==> src/rtl/ctech_lib_sync_pkg.sv <==
// Shared constants and helpers for the ctech_lib synchroniser family.
package ctech_lib_sync_pkg;

  localparam int unsigned SYNC_MIN_STAGES = 2;
  localparam int unsigned SYNC_MAX_STAGES = 4;
  localparam int unsigned FILT_MAX        = 255;

  // Width of a counter holding 0..n, never narrower than one bit.
  function automatic int unsigned filt_cnt_w(input int unsigned n);
    int unsigned w;
    w = $clog2(n + 1);
    return (w < 1) ? 1 : w;
  endfunction

endpackage

==> src/rtl/ctech_lib_nsync_filt_chan.sv <==
// One synchroniser channel: sync chain, optional stability filter and
// registered rise/fall detection.
module ctech_lib_nsync_filt_chan
  import ctech_lib_sync_pkg::*;
#(
  parameter int unsigned STAGES   = 3,
  parameter logic        RST_VAL  = 1'b1,
  parameter int unsigned FILT_CYC = 0
) (
  input  logic clk,
  input  logic rst,
  input  logic d,
  output logic o,
  output logic rise,
  output logic fall,
  output logic edge_c
);

  logic [STAGES-1:0] sync_w;
  logic              y;
  logic              o_d;
  logic              rise_q;
  logic              fall_q;

  // First capture flop: the only one allowed to go metastable.
  (* async_reg = "true" *) logic meta_q;

  always_ff @(posedge clk) begin
    if (rst) meta_q <= RST_VAL;
    else     meta_q <= d;
  end

  assign sync_w[0] = meta_q;

  for (genvar k = 1; k < STAGES; k++) begin : g_stage
    logic stg_q;
    always_ff @(posedge clk) begin
      if (rst) stg_q <= RST_VAL;
      else     stg_q <= sync_w[k-1];
    end
    assign sync_w[k] = stg_q;
  end

  assign y = sync_w[STAGES-1];

  if (FILT_CYC == 0) begin : g_nofilt
    // Output is the last chain flop; its next value is the flop before it.
    assign o   = y;
    assign o_d = sync_w[STAGES-2];
  end else begin : g_filt
    localparam int unsigned   CW       = filt_cnt_w(FILT_CYC);
    localparam logic [CW-1:0] CNT_LAST = CW'(FILT_CYC - 1);

    logic [CW-1:0] cnt_q;
    logic [CW-1:0] cnt_d;
    logic          o_q;

    // Count consecutive disagreeing cycles; any agreement restarts the count.
    always_comb begin
      o_d   = o_q;
      cnt_d = '0;
      if (y != o_q) begin
        if (cnt_q == CNT_LAST) o_d = y;
        else                   cnt_d = cnt_q + CW'(1);
      end
    end

    always_ff @(posedge clk) begin
      if (rst) begin
        o_q   <= RST_VAL;
        cnt_q <= '0;
      end else begin
        o_q   <= o_d;
        cnt_q <= cnt_d;
      end
    end

    assign o = o_q;
  end

  // Edge flops update with o so pulses line up with the new level.
  always_ff @(posedge clk) begin
    if (rst) begin
      rise_q <= 1'b0;
      fall_q <= 1'b0;
    end else begin
      rise_q <= ~o & o_d;
      fall_q <= o & ~o_d;
    end
  end

  assign rise   = rise_q;
  assign fall   = fall_q;
  assign edge_c = o ^ o_d;

endmodule

==> src/rtl/ctech_lib_nsync_filt.sv <==
// Multi-channel synchroniser with configurable depth, reset value,
// glitch filter and registered edge pulses.
module ctech_lib_nsync_filt
  import ctech_lib_sync_pkg::*;
#(
  parameter int unsigned      WIDTH    = 1,
  parameter int unsigned      STAGES   = 3,
  parameter logic [WIDTH-1:0] RST_VAL  = '1,
  parameter int unsigned      FILT_CYC = 0,
  parameter bit               EDGE_EN  = 1'b1
) (
  input  logic             clk,
  input  logic             rst,
  input  logic [WIDTH-1:0] d,
  output logic [WIDTH-1:0] o,
  output logic [WIDTH-1:0] rise,
  output logic [WIDTH-1:0] fall,
  output logic             chg_any
);

  if (STAGES < SYNC_MIN_STAGES || STAGES > SYNC_MAX_STAGES) begin : g_bad_stages
    $error("ctech_lib_nsync_filt: STAGES must be within 2..4");
  end

  if (FILT_CYC > FILT_MAX) begin : g_bad_filt
    $error("ctech_lib_nsync_filt: FILT_CYC must be within 0..255");
  end

  localparam logic [WIDTH-1:0] EDGE_MASK = {WIDTH{EDGE_EN}};

  logic [WIDTH-1:0] rise_w;
  logic [WIDTH-1:0] fall_w;
  logic [WIDTH-1:0] edge_w;
  logic             chg_any_q;

  for (genvar i = 0; i < WIDTH; i++) begin : g_chan
    ctech_lib_nsync_filt_chan #(
      .STAGES   (STAGES),
      .RST_VAL  (RST_VAL[i]),
      .FILT_CYC (FILT_CYC)
    ) u_chan (
      .clk    (clk),
      .rst    (rst),
      .d      (d[i]),
      .o      (o[i]),
      .rise   (rise_w[i]),
      .fall   (fall_w[i]),
      .edge_c (edge_w[i])
    );
  end

  // Registered alongside the per-bit edge flops so all pulses coincide.
  always_ff @(posedge clk) begin
    if (rst) chg_any_q <= 1'b0;
    else     chg_any_q <= |(edge_w & EDGE_MASK);
  end

  assign rise    = rise_w & EDGE_MASK;
  assign fall    = fall_w & EDGE_MASK;
  assign chg_any = chg_any_q;

endmodule

==> config.mk <==
export PLATFORM = sky130hd
export DESIGN_NAME = ctech_lib_nsync_filt
export DESIGN_NICKNAME = d
export VERILOG_FILES = /design/src/rtl/ctech_lib_sync_pkg.sv /design/src/rtl/ctech_lib_nsync_filt_chan.sv /design/src/rtl/ctech_lib_nsync_filt.sv
export SDC_FILE = /design/constraint.sdc
export NUM_CORES = 1
export LEC_CHECK = 0
export BUFFER_PORTS_ARGS = -buffer_cell sky130_fd_sc_hd__buf_2
export CAP_MARGIN = 0
export CELL_PAD_IN_SITES_DETAIL_PLACEMENT = 0
export CELL_PAD_IN_SITES_GLOBAL_PLACEMENT = 1
export CORE_AREA = 2 2 39 41
export CTS_BUF_LIST = sky130_fd_sc_hd__clkbuf_16
export CTS_CLUSTER_SIZE = 28
export DETAILED_ROUTE_END_ITERATION = 10
export DIE_AREA = 0 0 41 43
export GPL_ROUTABILITY_DRIVEN = 0
export GPL_TIMING_DRIVEN = 0
export PLACE_DENSITY = 0.44
export SLEW_MARGIN = 20
export SYNTH_ARGS = -nofsm -noshare
export SYNTH_HDL_FRONTEND = slang
export SYNTH_SLANG_ARGS = --single-unit
==> constraint.sdc <==
create_clock -name clk -period 0.95 [get_ports clk]
set_input_delay 0.095 -clock clk [delete_from_list [all_inputs] [get_ports clk]]
set_output_delay 0.095 -clock clk [all_outputs]
set_load 0.02 [all_outputs]
* Word level (Yosys, flattened, before mapping) *
Cells that the tools add are included.

storage, ports and cells
  logic and storage cells = 11
  register bits = 6

cells by class
  bitwise gates (word level) = 5

operator list
  operator           count
  bitwise AND 1 bit  2
  inverter 1 bit     2
  bitwise XOR 1 bit  1

* Longest topological paths before layout *
Gate-level depths: netlist of run 1.

  word-level depth = 2
  gate-level depth with buffers = 3
  mapped depth without buffers = 3

* Modules after synthesis *
From an unflattened synthesis of run 1, not the netlist that was laid out.

unflattened totals
  cells, all modules = 17
  area total of the unflattened synthesis = 201.4 µm²

modules (own cells, without submodules)
  module                     area an instance (µm²)  cells an instance  seq. area each (µm²)  times used
  ctech_lib_nsync_filt_chan  167.7                   15                 100.1                 1
  ctech_lib_nsync_filt       33.8                    2                  20.0                  1

* Worst setup path before layout of run 1 *
Ideal clock, no wire load.

  kind = flip-flop to flip-flop
  from = register g_chan[0].u_chan.g_stage[2].stg_q
  to = register chg_any_q, in the netlist chg_any
  clock period less this slack = 915 ps
  arrival time = 851 ps
  stages on the path, launching flop included = 4
  slack = 35 ps
  path through = dfxtp_1 > inv_1 > ha_1 > nor2_1

on the way
  cells in the longest elaborated chain, start to end = 1

ends and longest elaborated chain
  item                      line                             text
  start: declaration        ctech_lib_nsync_filt_chan.sv:36  logic stg_q;
  start signal: assignment  ctech_lib_nsync_filt_chan.sv:39  else stg_q <= sync_w[k-1];
  bitwise XOR 1 bit         ctech_lib_nsync_filt_chan.sv:94  assign edge_c = o ^ o_d;
  end signal: assignment    ctech_lib_nsync_filt.sv:55       else chg_any_q <= |(edge_w & EDGE_MASK);
  end: declaration          ctech_lib_nsync_filt.sv:34       logic chg_any_q;

Every way passes these cells.
A chain may end at the register's enable or synchronous reset.

* Worst setup path after layout of run 1 *
  from = register g_chan[0].u_chan.g_stage[2].stg_q
  to = output o

RTL lines
  item              line                        text
  end: declaration  ctech_lib_nsync_filt.sv:15  output logic [WIDTH-1:0] o,

No word-level cell between the ends.

==> impl_metrics.py, run 1 <==
metrics = {
    "logic_synthesis": {
        "yosysWarnings": 0,
        "ys_seq_area_share_pct": 64.0,
        "netlist_area_um2": 188,
        "synthCells": 16,
        "synth.net_count": 21,
        "synth_cell_type_count": 6,
        "ys_seq_elements": 6,
        "postSynthAreaPerCell_um2": 11.7,
    },
    "clock_tree": {
        "cts_tree": "yes",
        "clockRootBuffer": "clkbuf_16",
        "cts_sinks": 6,
        "cts_hold_buf": 0,
        "clk_latency_ps": 220,
        "cts_resized": 0,
        "cts_buffers": 3,
        "cts_setup_buffers": 0,
        "max-clock-path-buffers": 2,
        "clk_pin_slew_worst_paths_ps": 30,
        "htreeDepth": 1,
    },
    "cells_and_area": {
        "fin_nets": 32,
        "drive_gt1_share_pct": 36.0,
        "nFillCells": 147,
        "num_antenna_cells": 0,
        "area_growth_pct": 66.7,
    },
    "setup_path": {
        "critPathMaxFanout": 3,
        "critPathTopFamily": "flip-flops",
        "ff2ff_path_depth": 3,
        "arrival_ps": 740,
        "slowest_delay_ps": 340,
        "crit_slowest_cell": "dfxtp_1",
        "path_buf_inv": 1,
        "critical_path_class": "reg -> out",
        "worstPathRequired_ps": 850,
        "cp_cell_sequence": "buf_2",
        "crit_cells": 1,
        "critPathCaptureType": "primary output",
        "startpoint_type": "register",
        "worstSetupEndpoint": "o",
        "r2r-start": "g_chan[0].u_chan.o",
        "reg2reg_to": "chg_any",
        "crit_start": "g_chan[0].u_chan.o",
        "r2r_slack_ps": 140,
    },
    "pwr": {
        "vdd_drop_max_v": 0.000895,
        "leakage_nw": 0.156,
        "power.density_mw_per_mm2": 3050,
    },
    "global_routing": {
        "grt_pass1_vias": 140,
        "grt_max_degree": 7,
        "grt_pass1_wl_um": 503,
        "grt-ovfl-total": 0,
        "grt_util_all_layers_pct": 5.43,
        "antenna_found_initial": 0,
    },
    "run_status": {
        "status": "completed",
    },
    "detailed_routing": {
        "via_per_inst": 3.10,
        "wl_um": 271,
        "drt-initial-drc-count": 2,
        "wl_per_cell_um": 6.61,
        "vias": 127,
        "final_antenna_net_count": 0,
        "drt-pass1-iter-count": 2,
        "drc_errors": 0,
    },
    "sta": {
        "maxSlewViolCount": 0,
        "final-hold-violation-count": 0,
        "rsz0062_at_grt": "false",
        "finalSetupTns_ps": 0,
        "tightestPinTransition_ps": 102,
        "fin_hold_ws_ps": 47.0,
        "finalSetupViolations": 0,
        "timing.final.crit_share_pct": 88.2,
        "period_minus_slack_ps": 838,
        "fmax_mhz": 1190,
        "relSlewSlack_pct": 93.2,
        "fin_skew_ps": 0.515,
    },
    "hold_path": {
        "hp-class": "in -> reg",
    },
    "floorplanning": {
        "start_util_pct": 13.6,
        "die_h_um": 43,
        "die_area_mm2": 0.00176,
        "die_w_um": 41,
        "ioPinCount": 7,
        "rows": 14,
        "core-area_mm2": 0.00138,
    },
    "flow_run": {
        "cap_violations": 0,
    },
    "placed_design": {
        "io_buffer_count": 6,
    },
}
==> routing by layer <==
metal | vias up | wire length [um] | share of wire (%) | track usage (%)
met5 | - | 0 | 0 | 0
met4 | 0 | 9 | 3.3 | 6.00
met3 | 2 | 65 | 24 | 7.85
met2 | 8 | 111 | 41 | 5.63
met1 | 52 | 83 | 31 | 3.87
li1 | 65 | - | - | -
==> synth_stat cells <==
| library cell | instances | area (um^2) |
|---|---|---|
| ha_1 | 2 | 25.0 |
| or2_1 | 3 | 18.8 |
| dfxtp_1 | 6 | 120 |
| nor2b_1 | 2 | 12.5 |
| inv_1 | 2 | 7.51 |
| nor2_1 | 1 | 3.75 |
==> registers in the layout, indices dropped and copies added, names as in the netlist <==
| name | cells |
|---|---|
| g_chan.u_chan.o | 1 |
| g_chan.u_chan.fall | 1 |
| g_chan.u_chan.rise | 1 |
| g_chan.u_chan.meta_q | 1 |
| chg_any | 1 |
| g_chan.u_chan.g_stage.stg_q | 1 |
==> cell type report <==
cell class,count,area (um^2),share of cell area (%)
Sequential cell,6,120,38.4
Clock buffer,3,75.1,24.0
Multi-Input combinational cell,8,60.1,19.2
Timing Repair Buffer,6,30.0,9.60
Tap cell,16,20.0,6.40
Inverter,2,7.51,2.40
==> power breakdown <==
group | internal [W] | switching (W)
clock network | 0.000538 | 0.000124
registers | 0.000262 | 0.00000309
logic | 0.0000110 | 0.0000140
==> per-stage QoR <==
step / worst slack (ps) / instances / total power, W / utilization [%] / cell area, um^2
CTS: 96.4 / 41 / 0.000970 / 22.6 / 313
global placement: 141 / 38 / 0.000294 / 17.2 / 238
global route: 49.2 / 41 / 0.000992 / 22.6 / 313
detailed placement: 139 / 38 / 0.000295 / 17.2 / 238
floorplan: 35.3 / 16 / 0.000282 / - / 188
finish: 112 / 41 / 0.000953 / 22.6 / 313
==> logic make-up (layout without fill, tap and decap cells) <==
family                   after synthesis  count (layout)  synth area share, %
buffers and inverters                  2              11                 4.00
flip-flops                             6               6                 64.0
adder cells (fa/ha/maj)                2               2                 13.3
AND/OR/NAND/NOR                        6               6                 18.7
==> worst min-delay path by stage <==
stage / from / to / slack, ps / cells past startpoint
final: d / g_chan[0].u_chan.meta_q / 50 / 2
after global routing: d / g_chan[0].u_chan.meta_q / 60 / 2
after CTS: d / g_chan[0].u_chan.meta_q / 40 / 2
after detailed placement: d / g_chan[0].u_chan.meta_q / 280 / 2
after global placement: d / g_chan[0].u_chan.meta_q / 280 / 2
after floorplan: rst / g_chan[0].u_chan.fall / 170 / 1
==> worst register-to-register path: stages (launching register included) <==
cell     delay [ps]
dfxtp_1         340
inv_1            50
ha_1            280
nor2_1           80
==> cells in the final DEF (no fill, tap or decap), drive strengths merged <==
master	count
nor2	1
inv	2
clkbuf	3
dfxtp	6
ha	2
or2	3
nor2b	2
buf	6
No activity file was read; power rests on OpenSTA's default activity.
==> run 2: changes to the inputs <==
Settings changed: ABC_AREA set to 1, PLACE_DENSITY 0.44 to 0.46.
==> impl_metrics.py, run 2 <==
metrics = {
    "run_status": {
        "status": "completed",
    },
    "logic_synthesis": {
        "synth_cell_type_count": 6,
        "ys.flop_type": "dfxtp_1",
        "ys_async_sr_fraction_pct": 0,
        "synthTopCellsByCount": "6 x dfxtp_1, 6 x inv_1, 3 x nand2_1, 3 x nor2_1, 2 x ha_1",
        "yosysTopAreaCellShare_pct": 61.9,
        "netlist_area_um2": 194,
        "yosysWarnings": 0,
        "synth.net_count": 26,
        "synth-edff-count": 0,
        "ys_seq_area_share_pct": 61.9,
        "synthCells": 21,
        "ys_seq_elements": 6,
        "yosysTopAreaCell": "dfxtp_1",
        "postSynthAreaPerCell_um2": 9.24,
        "synth_area_leaders": "dfxtp_1 62%, ha_1 13%, inv_1 12%",
    },
    "sta": {
        "fmax_mhz": 1190,
        "relSlewSlack_pct": 93.1,
        "fin_hold_ws_ps": 45.4,
        "period_minus_slack_ps": 840,
        "finalSetupTns_ps": 0,
        "rsz0062_at_grt": "false",
        "final-hold-violation-count": 0,
        "timing.final.crit_share_pct": 88.4,
        "tightestPinTransition_ps": 103,
        "maxSlewViolCount": 0,
        "finalSetupViolations": 0,
        "setup_ws_ps": 110,
        "fin_skew_ps": 0.391,
    },
    "clock_tree": {
        "clk_pin_slew_worst_paths_ps": 30,
        "clk_latency_ps": 230,
        "cts_buffers": 3,
        "clockRootBuffer": "clkbuf_16",
        "max-clock-path-buffers": 2,
        "cts_resized": 0,
        "htreeDepth": 1,
        "cts_sinks": 6,
        "cts_tree": "yes",
        "cts_hold_buf": 0,
        "cts_setup_buffers": 0,
    },
    "detailed_routing": {
        "wl_per_cell_um": 7.30,
        "wl_um": 336,
        "drt-pass1-iter-count": 2,
        "drc_errors": 0,
        "drt-initial-drc-count": 1,
        "final_antenna_net_count": 0,
        "via_per_inst": 3.20,
        "vias": 147,
    },
    "flow_run": {
        "cap_violations": 0,
    },
    "placed_design": {
        "dp_hpwl_um": 240,
        "dp_slack_ps": 130,
        "io_buffer_count": 6,
        "post_dp_cell_area_um2": 244,
    },
    "global_routing": {
        "grt-ovfl-total": 0,
        "grt_util_all_layers_pct": 5.92,
        "grt_pass1_vias": 154,
        "grt_pass1_wl_um": 565,
        "grt_max_degree": 5,
        "antenna_found_initial": 0,
    },
    "setup_path": {
        "worstPathRequired_ps": 850,
        "cp_cell_sequence": "buf_2",
        "critPathCaptureType": "primary output",
        "crit_cells": 1,
        "arrival_ps": 740,
        "startpoint_type": "register",
        "critPathTopFamily": "flip-flops",
        "crit_slowest_cell": "dfxtp_1",
        "ff2ff_path_depth": 3,
        "path_buf_inv": 1,
        "r2r_slack_ps": 140,
        "critPathMaxFanout": 3,
        "slowest_delay_ps": 340,
        "critical_path_class": "reg -> out",
    },
    "floorplanning": {
        "die_w_um": 41,
        "rows": 14,
        "start_util_pct": 14.0,
        "core-area_mm2": 0.00138,
        "ioPinCount": 7,
        "die_h_um": 43,
        "die_area_mm2": 0.00176,
    },
    "pwr": {
        "report.power.total_w": 0.000975,
        "power.density_mw_per_mm2": 3050,
        "leakage_nw": 0.176,
        "vdd_drop_max_v": 0.000772,
    },
    "cells_and_area": {
        "final_cell_mix": "6 x inv_1, 6 x dfxtp_1, 6 x buf_2",
        "fin_nets": 37,
        "num_antenna_cells": 0,
        "area_growth_pct": 64.5,
        "drive_gt1_share_pct": 33.3,
        "finalInstanceArea_um2": 319,
    },
    "hold_path": {
        "hp-class": "in -> reg",
        "holdPathStages": 3,
    },
}
-- run 2: where the power goes --
group,switching (W),internal [W]
combinational,0.0000176,0.0000107
sequential,0.00000288,0.000262
clock,0.000141,0.000540
-- run 2: final cells by class --
class	count	area [um^2]
clock buffer	3	75.1
fill	151	1060
sequential	6	120
timing repair buffer	6	30.0
multi-input combinational	8	47.5
inverter	7	26.3
tap	16	20.0
-- run 2: worst paths after layout --
| check | start | to |
|---|---|---|
| worst max-delay path | g_chan[0].u_chan.o | o |
| worst min-delay path | d | g_chan[0].u_chan.meta_q |
| worst max register to register | g_chan[0].u_chan.o | chg_any |
| worst min register to register | g_chan[0].u_chan.meta_q | g_chan[0].u_chan.g_stage[1].stg_q |
-- run 2: metrics by stage --
stage	cells	utilization [%]
after floorplan	21	-
after global placement	43	17.6
after detailed placement	43	17.6
after CTS	46	23.1
after global routing	46	23.1
final	46	23.1
-- run 2: worst reg2reg max path, delay by kind of cell (launching register included) --
kind / cells / cell delay, ps
adders and majority gates: 1 / 280
DFF: 1 / 340
buffers and inverters: 1 / 50
and+or+nand+nor: 1 / 80
-- run 2: cell families (layout without fill, tap and decap cells) --
logic type,count (synthesis),in the layout,synth area share [%]
fa+ha+maj,2,2,12.9
buf+inv,7,16,13.5
flops,6,6,61.9
simple gates,6,6,11.6
-- run 2: per-layer routing --
metal	part of all wire, %	wire, um	GRT usage, %
met1	38	127	3.85
met2	34	114	7.19
met3	20	68	7.85
met4	7.7	26	6.00
met5	0	0	0
==> run 3: changes to the inputs <==
Settings changed: BUFFER_PORTS_ARGS -buffer_cell sky130_fd_sc_hd__buf_2 to -buffer_cell sky130_fd_sc_hd__buf_4.
Clock period 0.95 ns to 0.8 ns, I/O delays scaled along.
==> impl_metrics.py, run 3 (synthesis gave the netlist of run 2 again) <==
metrics = {
    "run_status": {
        "status": "completed",
    },
    "flow_run": {
        "cap_violations": 0,
    },
    "floorplanning": {
        "rows": 14,
        "start_util_pct": 14.0,
        "die_area_mm2": 0.00176,
        "core-area_mm2": 0.00138,
        "ioPinCount": 7,
        "die_h_um": 43,
        "die_w_um": 41,
    },
    "setup_path": {
        "critPathMaxFanout": 3,
        "crit_slowest_cell": "dfxtp_4",
        "critPathTopFamily": "flip-flops",
        "cp_cell_sequence": "inv_2 -> ha_1 -> nor2_1",
        "path_buf_inv": 1,
        "startpoint_type": "register",
        "arrival_ps": 940,
        "critical_path_class": "reg -> reg",
        "slowest_delay_ps": 350,
        "critPathCaptureType": "register",
        "worstPathRequired_ps": 970,
    },
    "sta": {
        "setup_ws_ps": 22.4,
        "final-hold-violation-count": 0,
        "tightestPinTransition_ps": 81.0,
        "relSlewSlack_pct": 94.6,
        "maxSlewViolCount": 0,
        "rsz0062_at_grt": "true",
        "timing.final.crit_share_pct": 97.2,
        "period_minus_slack_ps": 778,
        "fin_skew_ps": 2.23,
        "finalSetupViolations": 0,
        "fmax_mhz": 1290,
        "fin_hold_ws_ps": 31.4,
    },
    "cells_and_area": {
        "drive_gt1_share_pct": 38.7,
        "fin_cells": 47,
        "area_growth_pct": 78.1,
        "multi_input_area_um2": 47.5,
        "final_cell_mix": "6 x inv_1, 5 x dfxtp_1, 5 x buf_4",
        "nFillCells": 156,
        "utilization_pct": 25.0,
        "layout.cells.most_common": "inv_1",
        "num_antenna_cells": 0,
        "fin_nets": 37,
        "seq_area_um2": 124,
    },
    "pwr": {
        "leakage_nw": 0.184,
        "vdd_drop_max_v": 0.000889,
        "power.density_mw_per_mm2": 3370,
    },
    "detailed_routing": {
        "wl_per_cell_um": 6.74,
        "drt-initial-drc-count": 0,
        "drc_errors": 0,
        "via_per_inst": 3.15,
        "vias": 148,
        "final_antenna_net_count": 0,
        "wl_um": 317,
        "drt-pass1-iter-count": 1,
    },
    "clock_tree": {
        "clk_pin_slew_worst_paths_ps": 30,
        "max-clock-path-buffers": 2,
        "clk_latency_ps": 230,
        "clockRootBuffer": "clkbuf_16",
        "cts_buffers": 3,
        "cts_sinks": 6,
        "htreeDepth": 1,
        "cts_hold_buf": 0,
        "cts_tree": "yes",
    },
    "global_routing": {
        "grt_max_degree": 5,
        "grt_pass1_wl_um": 496,
        "antenna_found_initial": 0,
        "grt_pass1_vias": 143,
        "grt-ovfl-total": 0,
        "grt_util_all_layers_pct": 5.33,
    },
    "placed_design": {
        "dp_hpwl_um": 249,
        "io_buffer_count": 6,
        "dp.cells": 43,
        "dp_slack_ps": 11.0,
    },
    "hold_path": {
        "hp-class": "in -> reg",
    },
}
==> run 3: cell types whose count changed in the layout (fill, tap and decap cells not counted) <==
cell	delta
buf_2	-6
buf_4	+5
buf_6	+1
dfxtp_1	-1
dfxtp_4	+1
inv_2	+1
==> run 3: where the power goes <==
group / internal [W] / leakage (nW) / switching, W
combinational: 0.0000197 / 0.0924 / 0.0000209
clock: 0.000647 / 0.0423 / 0.000164
sequential: 0.000309 / 0.0491 / 0.00000430
==> run 3: worst paths after layout <==
| kind | start | to | slack, ps | cells after the start |
|---|---|---|---|---|
| setup / recovery | g_chan[0].u_chan.o | chg_any | 20 | 3 |
| hold / removal | d | g_chan[0].u_chan.meta_q | 30 | 3 |
| setup reg to reg | g_chan[0].u_chan.o | chg_any | 20 | 3 |
| hold reg to reg | g_chan[0].u_chan.meta_q | g_chan[0].u_chan.g_stage[1].stg_q | 390 | 2 |
==> run 3: area by class of cell <==
cell class | instances | area share [%]
clock buffers | 3 | 21.7
clock inverters | 1 | 1.09
inverters | 7 | 7.61
multi-input cells | 8 | 13.8
flip-flops and latches | 6 | 35.9
well taps | 16 | 5.80
repair buffers | 6 | 14.1
==> run 3: metrics by stage <==
| stage | TNS (ps) | cell area (um^2) | total power, W |
|---|---|---|---|
| after global routing | -9.94 | 345 | 0.00121 |
| final | 0 | 345 | 0.00117 |
| after CTS | -1.46 | 342 | 0.00118 |
| after global placement | 0 | 263 | 0.000358 |
| after floorplan | 0 | 198 | 0.000337 |
| after detailed placement | 0 | 263 | 0.000359 |
==> run 3: metal layers <==
metal	share of wire, %	global-route usage (%)	vias up
li1	-	-	76
met1	41	3.88	65
met2	44	6.25	7
met3	15	4.71	0
met4	0	8.00	0
met5	0	0	-
==> run 3: worst register-to-register path: stages, from the launching register on <==
cell     delay [ps]
dfxtp_4         350
inv_2            30
ha_1            260
nor2_1           80
==> run 3: timing repair <==
action,CTS,global route
gates resized for setup,0,1
pin swaps,0,1
buffers inserted,0,0
setup endpoints to repair,1,2
